## config.mk

```make
export PLATFORM = sky130hd
export DESIGN_NAME = wrap_tracker
export DESIGN_NICKNAME = d
export VERILOG_FILES = /design/src/rtl/wrap_tracker.sv
export SDC_FILE = /design/constraint.sdc
export NUM_CORES = 1
export LEC_CHECK = 0
export CAP_MARGIN = 15
export CORE_MARGIN = 8
export CORE_UTILIZATION = 50
export DETAILED_ROUTE_END_ITERATION = 8
export HOLD_SLACK_MARGIN = 0.03
export PLACE_DENSITY = 0.79
export SLEW_MARGIN = 20
export SYNTH_ARGS = -nofsm -noshare
export SYNTH_HDL_FRONTEND = slang
export SYNTH_SLANG_ARGS = --single-unit
```

## constraint.sdc

```tcl
create_clock -name clk -period 2.3 [get_ports clk]
set_input_delay 0.46 -clock clk [delete_from_list [all_inputs] [get_ports clk]]
set_output_delay 0.46 -clock clk [all_outputs]
set_load 0.02 [all_outputs]
```

## src/rtl/wrap_tracker.sv

```systemverilog
// Tens/hundreds BCD tracker following an upstream ones-digit counter.
// Carry/borrow are inferred from the step code and the ones-digit change.
module wrap_tracker #(
  parameter bit HUND_EN = 1'b1
) (
  input  logic       clk,
  input  logic       reset,
  input  logic       tick,
  input  logic [1:0] step,
  input  logic [3:0] digit_in,
  input  logic       clear_flags,
  output logic [3:0] tens,
  output logic [3:0] hundreds,
  output logic       ovf,
  output logic       unf,
  output logic [1:0] blank
);

  logic [3:0] prev_q, prev_d;
  logic [3:0] tens_q, tens_d;
  logic [3:0] hund_q, hund_d;
  logic       ovf_q, ovf_d;
  logic       unf_q, unf_d;

  logic accept;
  logic up;
  logic dn;
  logic carry;
  logic borrow;
  logic ovf_set;
  logic unf_set;

  // Out-of-range ones digits are dropped entirely.
  assign accept = tick && (digit_in <= 4'd9);
  assign up     = (step == 2'b01) || (step == 2'b10);
  assign dn     = (step == 2'b11);
  assign carry  = accept && up && (digit_in < prev_q);
  assign borrow = accept && dn && (digit_in > prev_q);

  always_comb begin
    prev_d  = prev_q;
    tens_d  = tens_q;
    hund_d  = hund_q;
    ovf_set = 1'b0;
    unf_set = 1'b0;
    if (accept) prev_d = digit_in;
    unique case (1'b1)
      carry: begin
        if (tens_q == 4'd9) begin
          tens_d = 4'd0;
          if (!HUND_EN) begin
            ovf_set = 1'b1;
          end else if (hund_q == 4'd9) begin
            hund_d  = 4'd0;
            ovf_set = 1'b1;
          end else begin
            hund_d = hund_q + 4'd1;
          end
        end else begin
          tens_d = tens_q + 4'd1;
        end
      end
      borrow: begin
        if (tens_q == 4'd0) begin
          tens_d = 4'd9;
          if (!HUND_EN) begin
            unf_set = 1'b1;
          end else if (hund_q == 4'd0) begin
            hund_d  = 4'd9;
            unf_set = 1'b1;
          end else begin
            hund_d = hund_q - 4'd1;
          end
        end else begin
          tens_d = tens_q - 4'd1;
        end
      end
      default: ;
    endcase
    if (!HUND_EN) hund_d = 4'd0;
    ovf_d = (ovf_q && !clear_flags) || ovf_set;
    unf_d = (unf_q && !clear_flags) || unf_set;
  end

  always_ff @(posedge clk) begin
    if (reset) begin
      prev_q <= 4'd0;
      tens_q <= 4'd0;
      hund_q <= 4'd0;
      ovf_q  <= 1'b0;
      unf_q  <= 1'b0;
    end else begin
      prev_q <= prev_d;
      tens_q <= tens_d;
      hund_q <= hund_d;
      ovf_q  <= ovf_d;
      unf_q  <= unf_d;
    end
  end

  always_comb begin
    tens     = tens_q;
    hundreds = hund_q;
    ovf      = ovf_q;
    unf      = unf_q;
    blank[1] = (hund_q == 4'd0);
    blank[0] = (hund_q == 4'd0) && (tens_q == 4'd0);
  end

endmodule

```

==> summary.txt <==
Global routing
  – Antenna violations before repair: 0
  – First-pass GRT wire length: 4820 um
  – Total gr overflow: 0
  – Largest net degree at the start of global routing: 13
  – Overall track demand over capacity in global routing: 16.7%
  – Vias in the first global route: 1096

Clock network
  – CTS Buf Count: 3
  – Worst-Skew Late Latency: 300 ps
  – H-Tree Depth: 1
  – Root buf cell: clkbuf_4
  – # clock sinks: 14
  – Worst-path clk slew: 90 ps
  – Hold_buf cts: 0
  – Clk buf depth: 2
  – CTS tree: yes

Worst hold path
  – Worst hold stages: 3
  – Worst min-delay path class: in2reg

Cells and area
  – Multi-input logic area: 771 sq um
  – Area growth, synth to finish: 51.6%
  – Final #Nets: 186
  – Layout Cells excl Fill: 197
  – N_diodes: 0
  – Reg area: 280 sq um
  – Filler cells: 136
  – Fraction of layout cells with a size suffix above 1: 27.6%

Place
  – I/O Buffers: 21
  – DP HPWL: 2100 um
  – Placed cells: 191
  – RePlAce Congestion: 0.870

Synthesis
  – Fraction of registers with async set/reset: 0%
  – Area contributors post-synth: dfxtp_1, ha_1, nand2_1
  – Yosys Warn Count: 0
  – Syn nets: 144
  – Cell count after synthesis: 129
  – Synth cell count leaders: dfxtp_1, nand2_1, nor2_1
  – Area leader, netlist: dfxtp_1
  – Syn avg cell area: 7.93 sq um
  – Main synth FF type: dfxtp_1
  – Seq/Total Area, Yosys: 27.4%
  – Number of synthesized register bits: 14
  – Netlist cell types: 43
  – Share of the synthesized area in the top cell type: 27.4%
  – Synth Cell Area: 1020 sq um
  – Number of synthesized flops with an enable pin: 0

STA
  – Tcrit/Tclk final: 98.3%
  – Max transition margin: 67.5%
  – Post-route minimum period: 2260 ps
  – Skew final: 6.69 ps
  – F_max: 0.442 GHz
  – Hold_ws: 461 ps
  – Setup violations, final: 0
  – Final Hold Viols: 0
  – Worst slew pin tran: 487 ps
  – Slew Viols, Final: 0

Drt
  – Drt wl/cell: 17.6 um
  – Total number of vias: 1181
  – Total Wirelength: 3470 um
  – Vias per inst: 5.99
  – Final routed DRC violation total: 0
  – DRT iter0 DRCs: 61
  – Post-DRT Antenna Nets: 0
  – First-pass iteration count of the detailed router: 4

Setup path
  – Critical Path AT: 2460 ps
  – Most used cell, CP: a2111oi_4
  – Crit Path Class: in2reg
  – Crit path required time: 2500 ps
  – CP Capture Type: flop
  – Slowest-stage cell, CP: clkdlybuf4s50_1
  – Critical-path cell list: clkdlybuf4s50_1 -> ha_1 -> nand4_1 -> nand4_4 -> a21o_4 -> buf_4 -> o311ai_4 -> a2111oi_4 -> a2111oi_4
  – CP max stage delay: 480 ps
  – WP buf/inv: 2
  – CP max FO: 3
  – CP top delay family: compound AO/OA/AOI/OAI gates
  – Worst-case reg-to-reg path depth: 9
  – Stages on worst setup path: 9
  – Startpoint type of the worst setup path: input pin

Floorplanning
  – # rows: 16
  – Ports: 22
  – Horiz. Die Dim: 61.2 um
  – Die Y: 61.2 um
  – Floorplan Core Area: 1940 sq um
  – Die area: 3750 sq um
  – Starting Density: 52.7%

Power
  – Power Dens Cells: 418 nW/um^2
  – Lkg Pwr: 0.588 nW
  – Worst ir drop on vdd: 0.294 mV

Outcome
  – Status: completed

Job
  – Max-Cap Viols: 0
## per-layer routing
metal | global-route usage (%) | wire length [um] | share of wire [%]
met2 | 29.6 | 1890 | 54
met5 | 0 | 0 | 0
met3 | 3.13 | 179 | 5.2
met1 | 19.5 | 1300 | 37
met4 | 5.32 | 104 | 3.0
## power breakdown
group          internal [mW]  switching [mW]  leakage [nW]
logic                 0.0929           0.108         0.453
clock network         0.0967          0.0941        0.0210
registers              0.251         0.00578         0.114
## final timing paths
kind | startpoint | endpoint | slack (ps)
worst max-delay path | digit_in[2] | hundreds[2] | 40
worst min-delay path | digit_in[0] | prev_q[0] | 460
worst max register to register | prev_q[1] | hundreds[2] | 200
worst min register to register | prev_q[1] | prev_q[1] | 480
## kinds of logic (layout without fill, tap and decap cells)
logic type      count (synthesis)  count (layout)  share of synthesized area (%)
simple gates                   56              56                           29.3
compound gates                 34              34                           26.4
buf+inv                        15              56                           6.36
flops                          14              14                           27.4
fa+ha+maj                       5               5                           6.11
xor+xnor                        4               4                           3.42
mux                             1               1                          0.978
## placed cells by master (no fill, tap or decap), drive strengths merged, types with 2 or more instances in the layout
master,instances
dlymetal6s2s,3
ha,5
nor2b,4
and3,2
a22oi,2
clkdlybuf4s50,17
nor2,13
nand2,14
nand3,5
a2111oi,2
inv,6
nand4,4
dfxtp,14
a21oi,9
a31oi,5
xnor2,3
o21ai,8
nor3,5
clkbuf,4
nor4b,2
buf,25
## metrics by stage
stage	total power, mW	instance area, sq um	util [%]	TNS (ps)	setup slack [ps]
finish	0.648	1550	79.9	0	39.4
global route	0.675	1550	79.9	-5.51	-5.51
CTS	0.622	1480	76.4	0	1.95
detailed placement	0.437	1410	72.6	-1580	-298
global placement	0.431	1410	72.6	-1300	-249
floorplan	0.352	1040	-	0	150
## worst reg2reg max path, delay by kind of cell (launching register included)
kind | cells | cell delay (ps)
compound gates | 5 | 950
simple gates | 1 | 220
flops | 1 | 350
buf+inv | 2 | 200
fa+ha+maj | 1 | 280
## cell type report
class,instances,area share [%]
inverters,6,1.45
repair buffers,46,26.3
clock buffers,4,2.34
flip-flops and latches,14,18.1
well taps,27,2.18
multi-input cells,100,49.7
## sequential cells by signal, indices dropped and copies added (netlist names)
register  flops
hundreds      4
tens          4
unf           1
prev_q        4
ovf           1
## what timing repair did
item / 4_1_cts / 5_1_grt
resized for setup: 4 / 11
endpoints found under the setup margin: 2 / 7
pin swaps: 4 / 10
setup buffers: 1 / 1
(Power assumes the default switching activity.)
